`src/rtl/fwpic_pkg.sv`:
```
// Shared types and helpers for the fwpic interrupt-controller bus fabric.
// Holds the arbiter state encoding and the round-robin index search.
package fwpic_pkg;

    localparam int unsigned DEFAULT_TIMEOUT = 255;
    localparam int unsigned RR_MAX_N        = 32;

    typedef enum logic {
        IDLE,
        BUSY
    } arb_state_t;

    // First set bit of req scanning last+1, last+2, ... with wrap at n.
    // Returns 0 when req is empty; callers qualify with |req.
    function automatic int unsigned rr_next(
        input logic [RR_MAX_N-1:0] req,
        input int unsigned         last,
        input int unsigned         n
    );
        int unsigned idx;
        int unsigned j;
        bit          found;
        idx   = 0;
        found = 1'b0;
        for (int unsigned k = 1; k <= RR_MAX_N; k++) begin
            if (k <= n) begin
                j = last + k;
                if (j >= n) begin
                    j = j - n;
                end
                if (!found && req[j]) begin
                    found = 1'b1;
                    idx   = j;
                end
            end
        end
        return idx;
    endfunction

endpackage

```
`src/rtl/fwpic_rr_pick.sv`:
```
// Combinational round-robin picker: request vector plus last-served index
// in, one-hot grant, binary index and valid out.
module fwpic_rr_pick
    import fwpic_pkg::*;
#(
    parameter int unsigned N = 2
) (
    input  logic [N-1:0]                   req,
    input  logic [((N > 1) ? $clog2(N) : 1)-1:0] last,
    output logic [N-1:0]                   onehot,
    output logic [((N > 1) ? $clog2(N) : 1)-1:0] idx,
    output logic                           valid
);

    localparam int unsigned IW = (N > 1) ? $clog2(N) : 1;

    logic [RR_MAX_N-1:0] req_ext;
    int unsigned         pick;

    always_comb begin
        req_ext        = '0;
        req_ext[N-1:0] = req;
        pick           = rr_next(req_ext, int'(last), N);
        valid          = |req;
        idx            = IW'(pick);
        onehot         = '0;
        if (valid) begin
            onehot[idx] = 1'b1;
        end
    end

endmodule

```
`src/rtl/fwpic_wb_arb.sv`:
```
// Round-robin Wishbone arbiter sharing the fwpic register target port
// between N_INIT initiators, with cyc-framed grants and a no-ack timeout.
module fwpic_wb_arb
    import fwpic_pkg::*;
#(
    parameter int unsigned N_INIT  = 2,
    parameter int unsigned ADDR_W  = 32,
    parameter int unsigned DATA_W  = 32,
    parameter int unsigned TIMEOUT = DEFAULT_TIMEOUT
) (
    input  logic                         clock,
    input  logic                         reset,
    input  logic [N_INIT*ADDR_W-1:0]     i_adr,
    input  logic [N_INIT*DATA_W-1:0]     i_dat_w,
    input  logic [N_INIT*(DATA_W/8)-1:0] i_sel,
    input  logic [N_INIT-1:0]            i_we,
    input  logic [N_INIT-1:0]            i_cyc,
    input  logic [N_INIT-1:0]            i_stb,
    output logic [DATA_W-1:0]            i_dat_r,
    output logic [N_INIT-1:0]            i_ack,
    output logic [N_INIT-1:0]            i_err,
    output logic [ADDR_W-1:0]            t_adr,
    output logic [DATA_W-1:0]            t_dat_w,
    output logic [DATA_W/8-1:0]          t_sel,
    output logic                         t_we,
    output logic                         t_cyc,
    output logic                         t_stb,
    input  logic [DATA_W-1:0]            t_dat_r,
    input  logic                         t_ack,
    output logic [N_INIT-1:0]            gnt
);

    localparam int unsigned IW    = (N_INIT > 1) ? $clog2(N_INIT) : 1;
    localparam int unsigned SEL_W = DATA_W / 8;
    localparam int unsigned CW    = (TIMEOUT > 0) ? $clog2(TIMEOUT + 1) : 1;
    localparam logic [CW-1:0] TO_LIMIT = CW'(TIMEOUT);

    arb_state_t        state, state_n;
    logic [N_INIT-1:0] gnt_n;
    logic [IW-1:0]     gidx, gidx_n;
    logic [IW-1:0]     last, last_n;
    logic [CW-1:0]     cnt, cnt_n;

    logic [N_INIT-1:0] pick_oh;
    logic [IW-1:0]     pick_idx;
    logic              pick_valid;

    logic busy;
    logic sel_cyc;
    logic sel_stb;
    logic sel_we;
    logic stall;
    logic to_hit;

    fwpic_rr_pick #(
        .N(N_INIT)
    ) u_pick (
        .req    (i_cyc),
        .last   (last),
        .onehot (pick_oh),
        .idx    (pick_idx),
        .valid  (pick_valid)
    );

    // Target-side mux from the granted slice; quiet while idle.
    always_comb begin
        busy    = (state == BUSY);
        sel_cyc = i_cyc[gidx];
        sel_stb = i_stb[gidx];
        sel_we  = i_we[gidx];
        stall   = busy && sel_cyc && sel_stb && !t_ack;
        to_hit  = (TIMEOUT != 0) && stall && (cnt == TO_LIMIT);

        t_cyc   = busy && sel_cyc;
        t_stb   = busy && sel_stb && !to_hit;
        t_we    = busy && sel_we;
        t_adr   = busy ? i_adr[gidx*ADDR_W +: ADDR_W]   : '0;
        t_dat_w = busy ? i_dat_w[gidx*DATA_W +: DATA_W] : '0;
        t_sel   = busy ? i_sel[gidx*SEL_W +: SEL_W]     : '0;

        i_dat_r = t_dat_r;
        i_ack   = gnt & {N_INIT{t_ack}};
        i_err   = to_hit ? gnt : '0;
    end

    always_comb begin
        state_n = state;
        gnt_n   = gnt;
        gidx_n  = gidx;
        last_n  = last;
        cnt_n   = cnt;
        case (state)
            IDLE: begin
                cnt_n = '0;
                if (pick_valid) begin
                    state_n = BUSY;
                    gnt_n   = pick_oh;
                    gidx_n  = pick_idx;
                end
            end
            BUSY: begin
                if (!sel_cyc) begin
                    state_n = IDLE;
                    gnt_n   = '0;
                    last_n  = gidx;
                    cnt_n   = '0;
                end else if (stall && (TIMEOUT != 0)) begin
                    cnt_n = to_hit ? '0 : cnt + CW'(1);
                end else begin
                    cnt_n = '0;
                end
            end
            default: begin
                state_n = IDLE;
                gnt_n   = '0;
            end
        endcase
    end

    always_ff @(posedge clock) begin
        if (reset) begin
            state <= IDLE;
            gnt   <= '0;
            gidx  <= '0;
            last  <= IW'(N_INIT - 1);
            cnt   <= '0;
        end else begin
            state <= state_n;
            gnt   <= gnt_n;
            gidx  <= gidx_n;
            last  <= last_n;
            cnt   <= cnt_n;
        end
    end

endmodule

```
`config.mk`:
```
export PLATFORM = sky130hd
export DESIGN_NAME = fwpic_wb_arb
export DESIGN_NICKNAME = d
export VERILOG_FILES = /design/src/rtl/fwpic_pkg.sv /design/src/rtl/fwpic_rr_pick.sv /design/src/rtl/fwpic_wb_arb.sv
export SDC_FILE = /design/constraint.sdc
export NUM_CORES = 1
export LEC_CHECK = 0
export ABC_AREA = 1
export CAP_MARGIN = 15
export CORE_AREA = 4 4 109 111
export DETAILED_ROUTE_END_ITERATION = 12
export DIE_AREA = 0 0 113 115
export PLACE_DENSITY_LB_ADDON = 0.1
export SLEW_MARGIN = 20
export SYNTH_ARGS = -nofsm -noshare
export SYNTH_HDL_FRONTEND = slang
export SYNTH_HIERARCHICAL = 1
export SYNTH_SLANG_ARGS = --single-unit
```
`constraint.sdc`:
```
create_clock -name clock -period 2.1 [get_ports clock]
set_clock_uncertainty 0.05 [all_clocks]
set_input_delay 0.42 -clock clock [delete_from_list [all_inputs] [get_ports clock]]
set_output_delay 0.42 -clock clock [all_outputs]
set_load 0.01 [all_outputs]
```
== Yosys cells after proc, flatten, opt, wreduce, memory -nomap -nowiden ==
Cells that the tools add are included.

* Word-level logic and storage cells: 73
* Output and inout port bits: 109
* Bits in registers: 13

* Shifts and indexed selects: 3
* Muxes and demuxes: 31
* Equal/unequal tests: 3
* Reductions and logical operators: 16
* Add/sub/neg operators: 5
* Bitwise logic cells: 3
* $lt $le $gt $ge: 7

{| class="wikitable"
|+ Operators by type and width
! cell !! number
|-
| two-way mux 32 bit || 4
|-
| variable part select 64 x 7 -> 32 bit || 2
|-
| greater-or-equal comparator 32 x 2 -> 1 bit, second input constant || 2
|-
| < comparator 32 x 6 -> 1 bit, second input constant || 2
|-
| subtractor 32 x 2 -> 32 bit, second input constant || 2
|-
| two-way mux 8 bit || 3
|-
| case mux 8 bit (2 select lines) || 1
|-
| two-way mux 1 bit || 14
|-
| binary-select mux 1 bit (select 5 bit) || 2
|-
| logical AND 1 bit || 9
|-
| adder 8 x 1 -> 8 bit, second input constant || 1
|-
| == test 8 bit, second input constant || 1
|-
| variable part select 8 x 4 -> 4 bit || 1
|-
| two-way mux 2 bit || 3
|-
| AND reduction 2 bit || 3
|-
| < comparator 1 x 2 -> 1 bit, second input constant || 2
|-
| two-way mux 4 bit || 1
|-
| != test 2 bit, second input constant || 2
|-
| case mux 2 bit (2 select lines) || 1
|-
| adder 1 x 2 -> 3 bit, second input constant || 1
|-
| logical NOT 1 bit || 3
|-
| adder 1 x 1 -> 2 bit, second input constant || 1
|-
| AND 2 bit || 1
|-
| NOT 1 bit || 2
|-
| 4 further kinds || 4
|}

== Longest topological paths before layout ==
Gate-level depths: netlist of run 1.

* Depth in word-level cells: 15
* Gate-level depth with buffers: 8
* Gate-level depth less buffers: 7

== Hierarchy ==
The synthesis of run 1 kept the hierarchy.

{| class="wikitable"
|+ Modules (own cells, without submodules)
! module !! instances !! area each (um^2) !! sequential area each (um^2) !! cells each
|-
| fwpic_wb_arb || 1 || 1844.3 || 260.2 || 349
|-
| fwpic_rr_pick || 1 || 30.0 || 0.0 || 7
|}

== Least setup slack after synthesis of run 1 ==
OpenSTA, ideal clock, no wires.

* Path type: reg-to-output
* Start: reg cnt[0]
* End: out i_err[0]
* Setup slack: 0.446 ns
* Stages on the path, launching flop included: 8
* Data arrival time: 1.184 ns
* Path buffers: 0
* Cell sequence: dfxtp_1 -> ha_1 -> nand3_1 -> nor2_1 -> nand2_1 -> inv_1 -> nand2_1 -> nor2_1

* Cells in the longest elaborated chain, start to end: 3

{| class="wikitable"
|+ RTL lines
! what !! line !! RTL
|-
| from (decl) || fwpic_wb_arb.sv:42 || <nowiki>logic [CW-1:0] cnt, cnt_n;</nowiki>
|-
| from (signal assigned) || fwpic_wb_arb.sv:132 || <nowiki>cnt <= cnt_n;</nowiki>
|-
| == test 8 bit || fwpic_wb_arb.sv:72 || <nowiki>to_hit = (TIMEOUT != 0) && stall && (cnt == TO_LIMIT);</nowiki>
|-
| logical AND 1 bit || fwpic_wb_arb.sv:72 ||
|-
| two-way mux 2 bit || fwpic_wb_arb.sv:83 || <nowiki>i_err = to_hit ? gnt : '0;</nowiki>
|-
| to (decl) || fwpic_wb_arb.sv:21 || <nowiki>output logic [N_INIT-1:0] i_err,</nowiki>
|}

Every way passes these cells.

== Final worst setup path of run 1 ==
* Start: in i_cyc[0]
* End: out i_err[1]

* Cells in the longest elaborated chain, start to end: 7

{| class="wikitable"
|+ RTL lines
! what !! line !! RTL
|-
| from (decl) || fwpic_wb_arb.sv:17 || <nowiki>input logic [N_INIT-1:0] i_cyc,</nowiki>
|-
| two-way mux 1 bit (implied by the code) (2 in series) || fwpic_wb_arb.sv:68 || <nowiki>sel_cyc = i_cyc[gidx];</nowiki>
|-
| logical AND 1 bit (3 in series) || fwpic_wb_arb.sv:71 || <nowiki>stall = busy && sel_cyc && sel_stb && !t_ack;</nowiki>
|-
| logical AND 1 bit || fwpic_wb_arb.sv:72 ||
|-
| two-way mux 2 bit || fwpic_wb_arb.sv:83 ||
|}

Every way passes these cells. The select of a mux whose other input is x is not followed.

==> impl_metrics.sql, run 1 <==
INSERT INTO impl_metrics (metric_group, metric, value, unit) VALUES
('sta', 'postLayoutSetupSlackWorst', '90.9', 'ps'),
('clock_tree', 'cts_sinks', '13', ''),
('route', 'wl_per_cell', '14.2', 'um'),
('sta', 'finalHoldViolCount', '0', ''),
('finish', 'fill_cells', '1184', ''),
('power', 'totalPowerFinal', '1.37', 'mW'),
('synth', 'mapped_nets', '534', ''),
('sta', 'rsz0062_at_grt', 'false', ''),
('worst_setup_path', 'worst_path_required', '1630', 'ps'),
('placed_design', 'place.port_buffers', '221', ''),
('sta', 'final_cycle_utilization_of_the_critical_path', '0.957', ''),
('worst_setup_path', 'critical_path_class', 'in2out', ''),
('finish', 'nets', '728', ''),
('power', 'p_int', '895', 'uW'),
('clock_tree', 'clock_path_buffers', '2', ''),
('worst_setup_path', 'cp_max_fo', '3', ''),
('synth', 'yosysWarnings', '6', ''),
('die', 'die_x', '113', 'um'),
('worst_setup_path', 'reg2reg_slack', '770', 'ps'),
('route', 'vias', '2859', ''),
('grt', 'globalRouteTotalUtil', '0.138', ''),
('sta', 'pin_slew_with_the_least_headroom_to_its_limit', '217', 'ps'),
('synth', 'synth_top_area_frac', '0.302', ''),
('power', 'swShare', '0.348', ''),
('grt', 'grt_first_pass_wirelength', '14.6', 'mm'),
('synth', 'synth-simple-area-share', '0.393', ''),
('clock_tree', 'cts-root-buf', 'sky130_fd_sc_hd__clkbuf_8', ''),
('die', 'initial_util', '0.174', ''),
('worst_setup_path', 'worstSetupStartpoint', 'i_cyc[0]', ''),
('synth', 'postSynthAreaPerCell', '5.26', 'um2'),
('clock_tree', 'path_clk_slew', '60', 'ps'),
('clock_tree', 'clk-insertion-delay-late', '240', 'ps'),
('route', 'route.detailed.vias_per_inst', '4.15', ''),
('grt', 'number_of_global_route_vias_before_repair', '2797', ''),
('finish', 'layout-drive-gt1-share', '0.0710', ''),
('min_path', 'timing.hold.worst.class', 'reg2reg', ''),
('worst_setup_path', 'worst-endpoint-arrival', '1540', 'ps'),
('run', 'cap_violations', '0', ''),
('route', 'dr.pass1.iters', '4', ''),
('route', 'route.final.wire_length', '9.81', 'mm'),
('synth', 'post_synth_top_area_cell', 'sky130_fd_sc_hd__nor2_1', ''),
('grt', 'globalRoute.busiestLayer', 'met2', ''),
('power', 'pwr-share-comb', '0.641', ''),
('worst_setup_path', 'cp-endpoint', 'i_err[1]', ''),
('die', 'pin_count', '286', ''),
('power', 'p_per_area', '327', 'nW/um2'),
('synth', 'synthCells', '356', ''),
('power', 'sequentialPowerShare', '0.197', ''),
('grt', 'grt_max_degree', '35', ''),
('route', 'antenna_violating_nets_post_route', '0', ''),
('synth', 'ys_seq_elements', '13', ''),
('synth', 'synth_top_family_by_area', 'simple AND/OR/NAND/NOR gates', ''),
('power', 'pwr-share-clk', '0.161', ''),
('worst_setup_path', 'r2r-start', 'cnt[0]', ''),
('worst_setup_path', 'timing.critical_path.from_type', 'input pin', ''),
('synth', 'synthMuxAreaShare', '0', ''),
('placed_design', 'routabilityCongestion', '0.805', ''),
('synth', 'sequential_area_share_after_synthesis', '0.139', ''),
('outcome', 'outcome', 'finished clean', ''),
('worst_setup_path', 'cp-end-kind', 'output pin', ''),
('die', 'die_h', '115', 'um'),
('sta', 'final_max_slew_viol_count', '0', ''),
('die', 'die_area', '13000', 'um2'),
('grt', 'global_route.usage.met2', '0.264', ''),
('grt', 'grt_util_met3', '0.0574', ''),
('placed_design', 'hpwlAfterDp', '7.78', 'mm'),
('die', 'rows', '38', ''),
('clock_tree', 'cts_tree', 'yes', ''),
('worst_setup_path', 'rr_endpoint', 'cnt[4]', ''),
('die', 'core', '10800', 'um2'),
('sta', 'final_period_minus_worst_setup_slack', '2010', 'ps');
==> flip-flops by register name, summed over array words and instances, names as in the netlist <==
| signal | cells |
|---|---|
| gnt | 2 |
| last | 1 |
| gidx | 1 |
| cnt | 8 |
| busy | 1 |
==> cell families (layout without fill, tap and decap cells) <==
kind of cell | count (synthesis) | after routing
AND/OR/NAND/NOR | 183 | 183
adder cells (fa/ha/maj) | 1 | 1
AO/OA/AOI/OAI | 79 | 79
buffers and inverters | 75 | 268
flip-flops | 13 | 13
XOR/XNOR | 5 | 5
==> cell usage in the layout, fill, tap and decap left out, drive strengths merged, types with 3 or more instances in the layout <==
cell type and instances:
nor2 152, clkdlybuf4s50 146, o21ai 70, dlygate4sd2 64
buf 24, nand2 23, inv 20, dfxtp 13
a21oi 8, nand3 8, dlymetal6s2s 7, xnor2 3
clkbuf 3
==> layer usage <==
layer  part of all wire  wire (um)
met1               0.36       3520
met2               0.53       5180
met3               0.11       1050
met4             0.0060         59
met5                  0          0
==> final cells by class <==
cell class                 count  area, um2  area share
tap                          140        175      0.0417
sequential                    13        268      0.0637
inverter                      20       80.1      0.0191
multi-input combinational    268       1200       0.285
clock inverter                 1       5.00     0.00119
timing repair buffer         244       2430       0.580
clock buffer                   3       41.3     0.00983
==> worst min-delay path by stage <==
stage                start      to  slack [ps]  cells past startpoint
floorplan           cnt[0]  cnt[0]         370                      1
global placement    cnt[0]  cnt[0]         450                      2
detailed placement    last    last         460                      2
CTS                 cnt[0]  cnt[0]         470                      2
global route        cnt[0]  cnt[0]         490                      2
finish                last    last         470                      2
==> power groups by stage <==
stage	combinational, mW	sequential [mW]	clock [mW]
6_report	0.880	0.271	0.222
5_1_grt	0.965	0.272	0.243
4_1_cts	0.899	0.272	0.232
3_5_place_dp	0.915	0.275	0
3_3_place_gp	0.917	0.275	0
2_1_floorplan	0.381	0.266	0
==> stage by stage <==
step	setup TNS (ps)	instances	area, um2	hold slack, ps
after floorplan	0	356	1870	368
after global placement	-1260	681	4090	452
after detailed placement	-1350	681	4090	460
after CTS	-225	688	4170	470
after global routing	0	689	4200	492
final	0	689	4200	466
==> synthesized netlist by cell type, drive strengths merged <==
cell      n
xnor2     3
dfxtp    13
a21oi     8
nand3     8
o21ai    70
o211ai    1
ha        1
inv      20
xor2      2
clkbuf   19
nor2    152
buf      36
nand2    23
==> repair_timing <==
item                                    4_1_cts  5_1_grt
resized for setup                            91       10
cloned                                        2        0
buffers inserted                              1        1
hold buffers                                  0        0
pin swaps                                     1        1
endpoints found under the setup margin       75       10
==> worst max-delay path: stages <==
cell and delay [ps]:
sky130_fd_sc_hd__clkdlybuf4s50_1 480, sky130_fd_sc_hd__nand2_1 90, sky130_fd_sc_hd__nand2_2 70, sky130_fd_sc_hd__nand2_1 80
sky130_fd_sc_hd__nor2_4 110, sky130_fd_sc_hd__nand2_2 70, sky130_fd_sc_hd__nor2_1 90, sky130_fd_sc_hd__buf_2 140
Note: power is estimated with default switching activity, not from simulation.
==> run 2: changes to the inputs <==
CORE_AREA = 2 2 110 112   (was 4 4 109 111)
DIE_AREA = 0 0 112 114   (was 0 0 113 115)
==> impl_metrics.sql, run 2 (synthesized netlist as in run 1, its figures left out) <==
INSERT INTO impl_metrics (metric_group, metric, value, unit) VALUES
('grt', 'grt_antenna_before_repair', '0', ''),
('placed_design', 'hpwlAfterDp', '7.01', 'mm'),
('sta', 'pin_slew_with_the_least_headroom_to_its_limit', '214', 'ps'),
('outcome', 'outcome', 'finished clean', ''),
('die', 'core', '11700', 'um2'),
('route', 'route.final.wire_length', '9.36', 'mm'),
('placed_design', 'routabilityCongestion', '0.771', ''),
('clock_tree', 'cts-root-buf', 'sky130_fd_sc_hd__clkbuf_16', ''),
('route', 'wl_per_cell', '13.4', 'um'),
('power', 'totalPowerFinal', '1.54', 'mW'),
('power', 'p_int', '1.04', 'mW'),
('worst_setup_path', 'crit_chain', 'clkdlybuf4s50_1, nand2_2, nand2_2, nand2_2, nor2_4, buf_4, a21oi_1, buf_2', ''),
('power', 'sequentialPowerShare', '0.176', ''),
('clock_tree', 'cts-buffers-inserted', '3', ''),
('sta', 'clock.fmax', '506', 'MHz'),
('worst_setup_path', 'critical_path_class', 'in2out', ''),
('sta', 'postLayoutSetupSlackWorst', '124', 'ps'),
('worst_setup_path', 'crit_slowest_cell', 'sky130_fd_sc_hd__clkdlybuf4s50_1', ''),
('die', 'initial_util', '0.160', ''),
('clock_tree', 'clk-insertion-delay-late', '240', 'ps'),
('power', 'p_per_area', '353', 'nW/um2'),
('power', 'pwr-share-comb', '0.591', ''),
('die', 'pin_count', '286', ''),
('route', 'drc', '0', ''),
('finish', 'nets', '731', ''),
('route', 'dr.pass1.iters', '4', ''),
('clock_tree', 'cts_tree', 'yes', ''),
('sta', 'final_period_minus_worst_setup_slack', '1980', 'ps'),
('placed_design', 'place.port_buffers', '221', ''),
('clock_tree', 'clock_path_buffers', '2', ''),
('die', 'die_area', '12800', 'um2'),
('worst_setup_path', 'critical_path.n_buffers_inverters', '3', ''),
('finish', 'largest_register_ff_count', '8', ''),
('sta', 'finalHoldViolCount', '0', ''),
('sta', 'maxSlewHeadroom', '0.856', ''),
('worst_setup_path', 'cp-end-kind', 'output pin', ''),
('finish', 'most_common_library_cell_in_the_layout_ignoring_fill_and_taps', 'sky130_fd_sc_hd__nor2_1', ''),
('worst_setup_path', 'cp_max_fo', '2', ''),
('sta', 'total_neg_setup_slack', '0', 'ps'),
('worst_setup_path', 'worst_path_required', '1630', 'ps'),
('route', 'vias', '2901', ''),
('route', 'initialDrtViolationCount', '110', ''),
('die', 'rows', '40', ''),
('grt', 'number_of_global_route_vias_before_repair', '2737', ''),
('power', 'peakVddDrop', '393', 'uV'),
('finish', 'layout-drive-gt1-share', '0.0797', ''),
('die', 'die_h', '114', 'um'),
('power', 'switching_power', '495', 'uW'),
('sta', 'final_cycle_utilization_of_the_critical_path', '0.941', ''),
('grt', 'grt_max_degree', '36', ''),
('power', 'pwr-share-clk', '0.233', ''),
('route', 'route.detailed.vias_per_inst', '4.15', ''),
('placed_design', 'dpl_cell_area', '4110', 'um2'),
('worst_setup_path', 'worst-endpoint-arrival', '1510', 'ps'),
('finish', 'final_cell_area', '4370', 'um2'),
('sta', 'rsz0062_at_grt', 'false', ''),
('sta', 'finalSetupViolations', '0', ''),
('finish', 'top_regs', 'cnt (8), gnt (2)', ''),
('sta', 'final_max_slew_viol_count', '0', ''),
('grt', 'gr-total-overflow', '0', ''),
('placed_design', 'pre_cts_slack', '-351', 'ps'),
('power', 'static-leakage-power', '2.43', 'nW'),
('route', 'antenna_violating_nets_post_route', '0', ''),
('worst_setup_path', 'critPathMostFrequentCell', 'sky130_fd_sc_hd__nand2_2', ''),
('worst_setup_path', 'timing.critical_path.from_type', 'input pin', ''),
('finish', 'area_growth_syn_to_layout', '133', '%'),
('finish', 'max_flop_register', 'cnt', ''),
('grt', 'globalRouteTotalUtil', '0.131', ''),
('worst_setup_path', 'path_delay_family', 'buffers and inverters', ''),
('clock_tree', 'cts_htree_levels', '1', ''),
('grt', 'grt_first_pass_wirelength', '13.8', 'mm'),
('clock_tree', 'cts_hold_repair.buffers', '0', ''),
('worst_setup_path', 'cp_slowest_stage_delay', '500', 'ps'),
('run', 'cap_violations', '0', ''),
('clock_tree', 'cts_sinks', '13', ''),
('power', 'swShare', '0.322', ''),
('finish', 'most-common-layout-cells', 'sky130_fd_sc_hd__nor2_1, sky130_fd_sc_hd__clkdlybuf4s50_1, sky130_fd_sc_hd__o21ai_0, sky130_fd_sc_hd__dlygate4sd2_1, sky130_fd_sc_hd__dlymetal6s2s_1', ''),
('clock_tree', 'path_clk_slew', '40', 'ps'),
('min_path', 'timing.hold.worst.class', 'reg2reg', ''),
('die', 'die_x', '112', 'um'),
('finish', 'fin_util', '0.373', ''),
('finish', 'antenna-diode-count', '0', '');
-- run 2: cell count changes in the layout (fill, tap and decap cells not counted), sizes merged --
cell	delta
dlymetal6s2s	+21
dlygate4sd2	-19
buf	+3
clkbuf	+2
bufbuf	-1
clkdlybuf4s15	-1
clkdlybuf4s50	-1
clkinv	-1
-- run 2: worst reg2reg max path, cell delays in order (launching register included) --
cell	delay (ps)
sky130_fd_sc_hd__dfxtp_4	380
sky130_fd_sc_hd__buf_4	150
sky130_fd_sc_hd__buf_4	150
sky130_fd_sc_hd__nand2_4	70
sky130_fd_sc_hd__nand3_4	80
sky130_fd_sc_hd__nor2_4	120
sky130_fd_sc_hd__buf_4	110
sky130_fd_sc_hd__buf_4	100
sky130_fd_sc_hd__nand3_4	100
sky130_fd_sc_hd__nor2_1	110
-- run 2: repair_timing --
action,in CTS,in global routing
setup endpoints to repair,71,31
setup buffers,0,4
resized for setup,67,34
pin swaps,1,0
gates cloned,2,1
-- run 2: per-layer routing --
metal	global-route usage	part of all wire
met5	0	0
met4	0.0236	0.010
met3	0.0441	0.095
met2	0.248	0.49
met1	0.143	0.40
-- run 2: layout make-up --
class / instances / area [um2]
repair buffers: 247 / 2550
well taps: 147 / 184
fillers: 1289 / 7350
multi-input cells: 268 / 1200
inverters: 20 / 80.1
clock buffers: 4 / 78.8
flip-flops and latches: 13 / 268
-- run 2: power by group through the flow --
stage               combinational (mW)  sequential, mW  clock, mW
floorplan                        0.381           0.266          0
global placement                 0.908           0.276          0
detailed placement               0.910           0.276          0
CTS                              0.909           0.273      0.368
global route                     0.993           0.273      0.383
finish                           0.909           0.271      0.359
-- run 2: final timing paths --
check,start,slack [ps],cells past startpoint,to
max,i_cyc[1],120,8,t_stb
min,cnt[0],470,2,cnt[0]
max reg2reg,gidx,620,9,cnt[6]
min reg2reg,cnt[0],470,2,cnt[0]
-- run 2: metrics by stage --
step | std cells | hold WS (ps)
4_1_cts | 694 | 476
2_1_floorplan | 356 | 368
6_report | 699 | 468
3_5_place_dp | 688 | 463
3_3_place_gp | 688 | 458
5_1_grt | 699 | 505
